==> config.mk <==
export PLATFORM = sky130hd
export DESIGN_NAME = cl2_pl_exu_wbu
export DESIGN_NICKNAME = d
export VERILOG_FILES = /design/src/rtl/cl2_pl_exu_wbu.sv
export SDC_FILE = /design/constraint.sdc
export NUM_CORES = 1
export LEC_CHECK = 0
export ABC_AREA = 1
export BUFFER_PORTS_ARGS = -buffer_cell sky130_fd_sc_hd__buf_4
export CAP_MARGIN = 20
export CORE_ASPECT_RATIO = 1.1
export CORE_MARGIN = 4
export CORE_UTILIZATION = 58
export DETAILED_ROUTE_END_ITERATION = 16
export HOLD_SLACK_MARGIN = 0.03
export PLACE_DENSITY = 0.85
export RECOVER_POWER = 50
export REMOVE_ABC_BUFFERS = 1
export SLEW_MARGIN = 20
export SYNTH_ARGS = -nofsm -noshare
export SYNTH_HDL_FRONTEND = slang
export SYNTH_SLANG_ARGS = --single-unit
==> constraint.sdc <==
create_clock -name clk_i -period 3.39 [get_ports clk_i]
set_input_delay 0.678 -clock clk_i [delete_from_list [all_inputs] [get_ports clk_i]]
set_output_delay 0.678 -clock clk_i [all_outputs]
set_load 0.01 [all_outputs]
==> src/rtl/cl2_pl_exu_wbu.sv <==
// CL2 execute write-back unit: merges ALU results and in-order LSU load responses onto the
// single regfile write port, and tracks outstanding load destinations for hazard checks.
module cl2_pl_exu_wbu #(
  parameter int unsigned XLEN     = 32,
  parameter int unsigned RF_AW    = 5,
  parameter int unsigned RF_NUM   = 32,
  parameter int unsigned LD_DEPTH = 4
) (
  input  logic             clk_i,
  input  logic             rst_n_i,
  input  logic             alu_wb_valid_i,
  input  logic [RF_AW-1:0] alu_wb_idx_i,
  input  logic [XLEN-1:0]  alu_wb_dat_i,
  input  logic             ld_issue_valid_i,
  input  logic [RF_AW-1:0] ld_issue_idx_i,
  output logic             ld_issue_ready_o,
  input  logic             ld_rsp_valid_i,
  input  logic [XLEN-1:0]  ld_rsp_dat_i,
  output logic             ld_rsp_ready_o,
  input  logic [RF_AW-1:0] rs1_idx_i,
  input  logic [RF_AW-1:0] rs2_idx_i,
  output logic             rs1_busy_o,
  output logic             rs2_busy_o,
  output logic             wd_wen_o,
  output logic [RF_AW-1:0] wd_idx_o,
  output logic [XLEN-1:0]  wd_dat_o
);

  localparam int unsigned PtrW = $clog2(LD_DEPTH);
  localparam int unsigned CntW = PtrW + 1;

  logic [RF_NUM-1:0] busy_q, busy_d;
  logic [RF_AW-1:0]  fifo_q [LD_DEPTH];
  logic [PtrW-1:0]   wr_ptr_q, rd_ptr_q;
  logic [CntW-1:0]   cnt_q, cnt_d;
  logic              wd_wen_q, wd_wen_d;
  logic              wd_ld_q, wd_ld_d;
  logic [RF_AW-1:0]  wd_idx_q, wd_idx_d;
  logic [XLEN-1:0]   wd_dat_q, wd_dat_d;

  logic             issue_fire, rsp_fire;
  logic [RF_AW-1:0] head_idx;

  assign head_idx         = fifo_q[rd_ptr_q];
  assign ld_issue_ready_o = (cnt_q != CntW'(LD_DEPTH)) && !busy_q[ld_issue_idx_i];
  // ALU results have no back-pressure, so a load response yields to them.
  assign ld_rsp_ready_o   = (cnt_q != '0) && !alu_wb_valid_i;
  assign issue_fire       = ld_issue_valid_i && ld_issue_ready_o;
  assign rsp_fire         = ld_rsp_valid_i && ld_rsp_ready_o;

  assign rs1_busy_o = busy_q[rs1_idx_i];
  assign rs2_busy_o = busy_q[rs2_idx_i];
  assign wd_wen_o   = wd_wen_q;
  assign wd_idx_o   = wd_idx_q;
  assign wd_dat_o   = wd_dat_q;

  always_comb begin
    busy_d = busy_q;
    // Clear on the edge where the regfile captures the load data; a same-edge set wins.
    if (wd_wen_q && wd_ld_q) begin
      busy_d[wd_idx_q] = 1'b0;
    end
    if (issue_fire && (ld_issue_idx_i != '0)) begin
      busy_d[ld_issue_idx_i] = 1'b1;
    end
    busy_d[0] = 1'b0;
  end

  always_comb begin
    cnt_d = cnt_q;
    case ({issue_fire, rsp_fire})
      2'b10:   cnt_d = cnt_q + 1'b1;
      2'b01:   cnt_d = cnt_q - 1'b1;
      default: cnt_d = cnt_q;
    endcase
  end

  always_comb begin
    wd_wen_d = 1'b0;
    wd_ld_d  = 1'b0;
    wd_idx_d = wd_idx_q;
    wd_dat_d = wd_dat_q;
    if (alu_wb_valid_i) begin
      wd_wen_d = (alu_wb_idx_i != '0);
      wd_idx_d = alu_wb_idx_i;
      wd_dat_d = alu_wb_dat_i;
    end else if (rsp_fire) begin
      // x0 destinations still pop the FIFO but never write.
      wd_wen_d = (head_idx != '0);
      wd_ld_d  = 1'b1;
      wd_idx_d = head_idx;
      wd_dat_d = ld_rsp_dat_i;
    end
  end

  always_ff @(posedge clk_i or negedge rst_n_i) begin
    if (!rst_n_i) begin
      busy_q   <= '0;
      wr_ptr_q <= '0;
      rd_ptr_q <= '0;
      cnt_q    <= '0;
      wd_wen_q <= 1'b0;
      wd_ld_q  <= 1'b0;
      wd_idx_q <= '0;
      wd_dat_q <= '0;
      for (int i = 0; i < int'(LD_DEPTH); i++) begin
        fifo_q[i] <= '0;
      end
    end else begin
      busy_q   <= busy_d;
      cnt_q    <= cnt_d;
      wd_wen_q <= wd_wen_d;
      wd_ld_q  <= wd_ld_d;
      wd_idx_q <= wd_idx_d;
      wd_dat_q <= wd_dat_d;
      if (issue_fire) begin
        fifo_q[wr_ptr_q] <= ld_issue_idx_i;
        wr_ptr_q         <= wr_ptr_q + 1'b1;
      end
      if (rsp_fire) begin
        rd_ptr_q <= rd_ptr_q + 1'b1;
      end
    end
  end

endmodule

==> results.py, run 1 <==
metrics = {
    "outcome": {
        "status": "complete, but fails checks",
        "failed_checks": "capacitance limit, slew limit",
    },
    "die": {
        "core-area_mm2": 0.009009,
        "chipHeight_um": 109.8,
        "io_pins": 131,
        "start_util_pct": 60.61,
        "dieArea_mm2": 0.01103,
        "die_w_um": 100.5,
        "row_count": 36,
    },
    "logic_synthesis": {
        "netlist_top_cells_count": "nand2_1 (222), dfrtp_1 (97), o21ai_0 (85)",
        "synth_compound_area_share_pct": 15.51,
        "synth_top_area_share_pct": 44.45,
        "avgSynthCellArea_um2": 7.470,
        "ys.flop_type": "dfrtp_1",
        "synth_edf_count": 0,
        "postSynthCellCount": 731,
        "yosysMostFrequentCell": "nand2_1",
        "synth_simple_gate_area_share_pct": 31.32,
        "synthTopCellsByArea": "dfrtp_1 (44%), nand2_1 (15%), o21ai_0 (7.8%)",
        "yosys_register_bits": 97,
        "async_flop_share_pct": 100.0,
        "synth_seq_area_share_pct": 44.45,
        "muxShareOfSynthArea_pct": 0,
        "synth_area_mm2": 0.005460,
        "synth_top_family_by_area": "simple AND/OR/NAND/NOR gates",
        "synthAdderAreaFrac_pct": 1.512,
        "synth.distinct_cells": 30,
        "synth.yosys.warnings": 0,
        "synth_xor_xnor_area_share_pct": 0.6416,
        "synth_top_area_cell": "dfrtp_1",
    },
    "power": {
        "p_per_area_mw_per_mm2": 652.2,
        "irDropWorstVdd_mv": 0.4978,
        "p_total_w": 0.004319,
        "p_leak_nw": 3.062,
    },
    "routing": {
        "drt-wirelength-per-cell_um": 17.96,
        "postRouteAntennaNets": 0,
        "drc": 0,
        "viasPerCell": 6.012,
        "vias": 5778,
        "drtIter0Drc": 360,
        "wl_mm": 17.26,
        "drt-pass1-iter-count": 5,
    },
    "hold_path": {
        "min-delay-path-class": "register to register",
    },
    "sta": {
        "fin_skew_ps": 14.26,
        "finalMaxSlewViolations": 46,
        "max_freq_mhz": 364.6,
        "rsz0062_at_grt": "false",
        "setup_tns_ps": 0,
        "period_minus_slack_ps": 2743,
        "final_hold_viol_count": 0,
        "max-slew-margin-rel_pct": -63.27,
        "fin_crit_sh_pct": 80.90,
        "worst_slew_pin_slew_ps": 2449,
        "setup_viol": 0,
    },
    "grt": {
        "grt_pass1_vias": 5555,
        "grtUsageTotal_pct": 31.89,
        "grt_pass1_wl_mm": 27.24,
        "antenna_found_initial": 0,
        "grt_overflow_total": 0,
        "grt_max_degree": 64,
    },
    "placed_design": {
        "hpwlAfterDp_mm": 12.62,
        "gp_congestion": 0.9327,
        "io_buffers": 130,
    },
    "setup_path": {
        "cp_max_fo": 16,
        "arrival_ps": 2060,
        "required_ps": 2710,
        "critPathLaunchType": "input pin",
        "setup.worst_path.class": "input pin to output port",
        "end_kind": "output port",
    },
    "cts": {
        "cts_tree": "yes",
        "cts_setup_buffers": 0,
        "path_clk_slew_ps": 90,
        "numCtsBuffers": 9,
        "clock_latency_ps": 370,
        "clock_sinks": 97,
        "post_cts_resize_count": 0,
        "hold_buffers": 0,
        "clockBufferDepth": 2,
        "cts_root_buf": "clkbuf_8",
        "htree_levels": 3,
    },
    "final_layout": {
        "syn_to_final_growth_pct": 21.26,
        "layout-drive-gt1-share_pct": 17.47,
        "antenna_cells": 0,
        "layout.nets": 937,
    },
    "run": {
        "drv_cap": 1,
    },
}
routing by layer:
metal | track usage [%] | wire (um)
met1 | 39.22 | 6503
met3 | 4.695 | 1316
met5 | 0 | 0
met4 | 14.53 | 546
met2 | 55.45 | 8890
power by group:
| part | switching [W] | leakage [nW] | total, W | internal [W] |
|---|---|---|---|---|
| Combinational | 0.000961 | 1.87 | 0.00155 | 0.000589 |
| Sequential | 0.000371 | 1.08 | 0.00191 | 0.00154 |
| Clock | 0.000406 | 0.109 | 0.000862 | 0.000456 |
layout make-up:
cell class              count  area [um^2]
well taps                 114        142.6
clock inverters             4        75.07
clock buffers              12        155.1
flip-flops and latches     97         2427
fillers                   715         2387
multi-input cells         554         2678
inverters                  39        146.4
repair buffers            141        997.2
metrics by stage:
step	util, %	instances	area, um^2	setup WS, ps	hold WS [ps]
finish	73.50	961	6621	647.5	478.9
global route	73.50	961	6621	355.0	495.7
CTS	74.32	961	6695	663.6	295.8
detailed placement	71.76	945	6465	272.8	459.1
global placement	71.76	945	6465	308.1	449.6
floorplan	-	690	5249	246.5	382.4
cell usage in the layout (no fill, tap or decap), types with 2 or more instances in the layout:
| cell type | count |
|---|---|
| nand2_1 | 221 |
| buf_4 | 120 |
| dfrtp_1 | 97 |
| o21ai_0 | 85 |
| nor2_1 | 71 |
| nand4_1 | 55 |
| inv_1 | 36 |
| a31oi_1 | 34 |
| nand3_1 | 28 |
| clkbuf_1 | 20 |
| nor3_1 | 11 |
| clkbuf_8 | 11 |
| a21oi_1 | 9 |
| o221ai_1 | 8 |
| o22ai_1 | 5 |
| ha_1 | 5 |
| o211ai_1 | 4 |
| nand3_2 | 4 |
| inv_2 | 3 |
| xor2_1 | 3 |
| nor2_2 | 2 |
| o22a_1 | 2 |
| clkinvlp_4 | 2 |
| bufinv_16 | 2 |
state kept, by name, indices dropped and copies added (netlist names):
signal and count:
cnt_q 3, wd_ld_q 1, busy_q 31, wd_idx_o 5, wd_wen_o 1, fifo_q 20, wd_dat_o 32, rd_ptr_q 2
wr_ptr_q 2
worst max-delay path: stages:
cell and delay (ps):
buf_4 170, inv_1 340, o21ai_0 120, o21ai_0 220, o211ai_1 110, nand2_1 70, inv_1 50, o21ai_0 160
buf_4 150
cell families (layout without fill, tap and decap cells):
| kind of cell | count (synthesis) | in the layout |
|---|---|---|
| AND/OR/NAND/NOR | 395 | 395 |
| flip-flops | 97 | 97 |
| buffers and inverters | 80 | 196 |
| adder cells (fa/ha/maj) | 6 | 6 |
| XOR/XNOR | 4 | 4 |
| AO/OA/AOI/OAI | 149 | 149 |
final timing paths:
check | to | depth (start not counted) | startpoint | slack, ps
hold reg to reg | fifo_q[11] | 2 | fifo_q[11] | 480
setup reg to reg | cnt_q[2] | 10 | cnt_q[0] | 1130
setup / recovery | rs2_busy_o | 9 | rs2_idx_i[0] | 650
hold / removal | fifo_q[11] | 2 | fifo_q[11] | 480
min in group asynchronous | wd_dat_o[13] | 1 | rst_n_i | 1040
max in group asynchronous | rd_ptr_q[0] | 2 | rst_n_i | 770
No activity file was read; power rests on OpenSTA's default activity.
==> run 2: changes to the inputs <==
--- a/config.mk
+++ b/config.mk
@@ -10,10 +10,10 @@
 export CAP_MARGIN = 20
 export CORE_ASPECT_RATIO = 1.1
 export CORE_MARGIN = 4
-export CORE_UTILIZATION = 58
+export CORE_UTILIZATION = 49
 export DETAILED_ROUTE_END_ITERATION = 16
 export HOLD_SLACK_MARGIN = 0.03
-export PLACE_DENSITY = 0.85
+export PLACE_DENSITY = 0.77
 export RECOVER_POWER = 50
 export REMOVE_ABC_BUFFERS = 1
 export SLEW_MARGIN = 20
==> constraint.sdc (replaced) <==
create_clock -name clk_i -period 2.3 [get_ports clk_i]
set_input_delay 0.46 -clock clk_i [delete_from_list [all_inputs] [get_ports clk_i]]
set_output_delay 0.46 -clock clk_i [all_outputs]
set_load 0.01 [all_outputs]
==> results.py, run 2 (synthesis gave the netlist of run 1 again) <==
metrics = {
    "power": {
        "power.switching_w": 0.002707,
        "p_int_w": 0.004276,
        "p_per_area_mw_per_mm2": 975.2,
        "irDropWorstVdd_mv": 0.5248,
        "switching_share_pct": 38.76,
        "combPwrFrac_pct": 38.1,
        "power_frac_clock_pct": 21.1,
        "p_leak_nw": 3.329,
        "pwr-share-seq_pct": 40.8,
    },
    "die": {
        "row_count": 40,
        "io_pins": 131,
        "start_util_pct": 50.05,
        "chipHeight_um": 118.7,
        "die_w_um": 108.7,
        "dieArea_mm2": 0.01290,
        "core-area_mm2": 0.01091,
    },
    "routing": {
        "viasPerCell": 5.811,
        "drc": 0,
        "drt-wirelength-per-cell_um": 17.28,
        "drt-pass1-iter-count": 5,
        "vias": 6038,
        "postRouteAntennaNets": 0,
        "drtIter0Drc": 520,
        "wl_mm": 17.95,
    },
    "setup_path": {
        "timing.rr.end": "cnt_q[1]",
        "required_ps": 1840,
        "critPathLaunchType": "register",
        "arrival_ps": 1730,
        "cp_slowest_cell": "dfrtp_1",
        "path_delay_family": "simple AND/OR/NAND/NOR gates",
        "max_stage_delay_ps": 430,
        "critPathMostFrequentCell": "nand2_1",
        "end_kind": "output port",
        "crit_buf_inv": 2,
        "setup.worst_path.class": "register to output port",
        "reg2reg_slack_ps": 140,
        "cp_max_fo": 8,
        "path_cells": "nand2_1, nand2_1, nand2_1, nand2_1, nand2_1, nand2_1, nor2_1, nand2_1, nor2_4, buf_12, buf_4",
        "rr_startpoint": "busy_q[19]",
        "r2r_cells": 14,
    },
    "final_layout": {
        "antenna_cells": 0,
        "nFillCells": 1000,
        "final_cell_mix": "nand2_1 (220), buf_4 (157), dfrtp_1 (96)",
        "syn_to_final_growth_pct": 31.14,
        "layout.nets": 984,
        "postLayoutCoreUtil_pct": 65.63,
        "largest_register_ffs": 32,
        "stdcell_area_mm2": 0.007161,
        "final_common_cell": "nand2_1",
        "layout-drive-gt1-share_pct": 22.42,
        "layoutNonFillerInstCount": 1039,
        "multi_input_area_mm2": 0.002698,
        "seqCellArea_mm2": 0.002429,
    },
    "cts": {
        "path_clk_slew_ps": 70,
        "clock_sinks": 97,
        "htree_levels": 3,
        "cts_root_buf": "clkbuf_16",
        "hold_buffers": 0,
        "cts_tree": "yes",
        "numCtsBuffers": 9,
        "clockBufferDepth": 2,
        "clock_latency_ps": 340,
    },
    "hold_path": {
        "worst_hold_path.endpoint": "wd_dat_o[18]",
        "min-delay-path-class": "input pin to register",
        "hp-start": "ld_rsp_dat_i[18]",
        "holdPathStages": 3,
    },
    "placed_design": {
        "io_buffers": 130,
        "dpl.cell_count": 1009,
        "post_dp_cell_area_mm2": 0.006764,
        "gp_congestion": 1.024,
        "hpwlAfterDp_mm": 12.94,
        "place_ws_ps": -262.5,
    },
    "sta": {
        "worst_slew_pin_slew_ps": 1553,
        "finalMaxSlewViolations": 31,
        "final_hold_viol_count": 0,
        "hold_slack_ps": 383.7,
        "fin_crit_sh_pct": 95.22,
        "setup_ws_ps": 109.8,
        "fin_skew_ps": 8.522,
        "period_minus_slack_ps": 2190,
        "setup_viol": 0,
        "max_freq_mhz": 456.6,
        "max-slew-margin-rel_pct": -3.555,
    },
    "grt": {
        "grt_pass1_wl_mm": 27.86,
        "antenna_found_initial": 0,
        "grtUsageTotal_pct": 27.25,
        "grt_overflow_total": 0,
        "grt_max_degree": 65,
        "grt_pass1_vias": 5602,
    },
    "outcome": {
        "status": "complete, but fails checks",
        "failed_checks": "capacitance limit, slew limit",
    },
    "run": {
        "drv_cap": 1,
    },
}
==> run 2: power groups by stage <==
| stage | Clock (W) | Combinational (W) | Sequential (W) |
|---|---|---|---|
| finish | 0.00148 | 0.00266 | 0.00285 |
| global route | 0.00157 | 0.00294 | 0.00290 |
| floorplan | 0 | 0.00137 | 0.00269 |
| CTS | 0.00150 | 0.00238 | 0.00284 |
| global placement | 0 | 0.00229 | 0.00286 |
| detailed placement | 0 | 0.00235 | 0.00286 |
==> run 2: layout make-up <==
| type | count | area share, % |
|---|---|---|
| sequential | 97 | 33.92 |
| inverter | 39 | 2.149 |
| timing repair buffer | 188 | 19.71 |
| clock inverter | 3 | 0.5941 |
| clock buffer | 11 | 3.390 |
| tap | 147 | 2.569 |
| multi-input combinational | 554 | 37.67 |
==> run 2: worst min-delay path, delay by kind of cell <==
family	cells	cell delay, ps
buf+inv	1	110
compound gates	1	70
simple gates	1	50
==> run 2: how the worst max path moves through the flow <==
stage,start,endpoint,slack (ps),cells after the start
5_1_grt,busy_q[9],cnt_q[1],-20,14
6_report,busy_q[19],ld_issue_ready_o,110,11
3_3_place_gp,ld_issue_idx_i[2],cnt_q[2],-190,15
3_5_place_dp,ld_issue_idx_i[0],cnt_q[2],-260,18
4_1_cts,busy_q[15],ld_issue_ready_o,20,11
2_1_floorplan,ld_issue_idx_i[0],cnt_q[1],-630,14
==> run 2: metrics by stage <==
stage	total power, W	setup TNS, ps
finish	0.006983	0
global route	0.007414	-51.38
CTS	0.006726	0
detailed placement	0.005208	-1216
global placement	0.005146	-622.0
floorplan	0.004064	-11980
==> run 2: metal layers <==
| metal | GRT usage, % | part of all wire [%] | up-vias |
|---|---|---|---|
| met5 | 0 | 0 | - |
| met4 | 9.866 | 2.8 | 0 |
| met3 | 5.516 | 9.4 | 47 |
| met2 | 44.36 | 49 | 351 |
| met1 | 35.79 | 38 | 2821 |
| li1 | - | - | 2819 |
==> run 2: timing repair <==
item                       4_1_cts  5_1_grt
setup endpoints to repair        1        5
resized for setup                3       14
pin swaps                        0        4
setup buffers                    0       14
gates cloned                     0        2
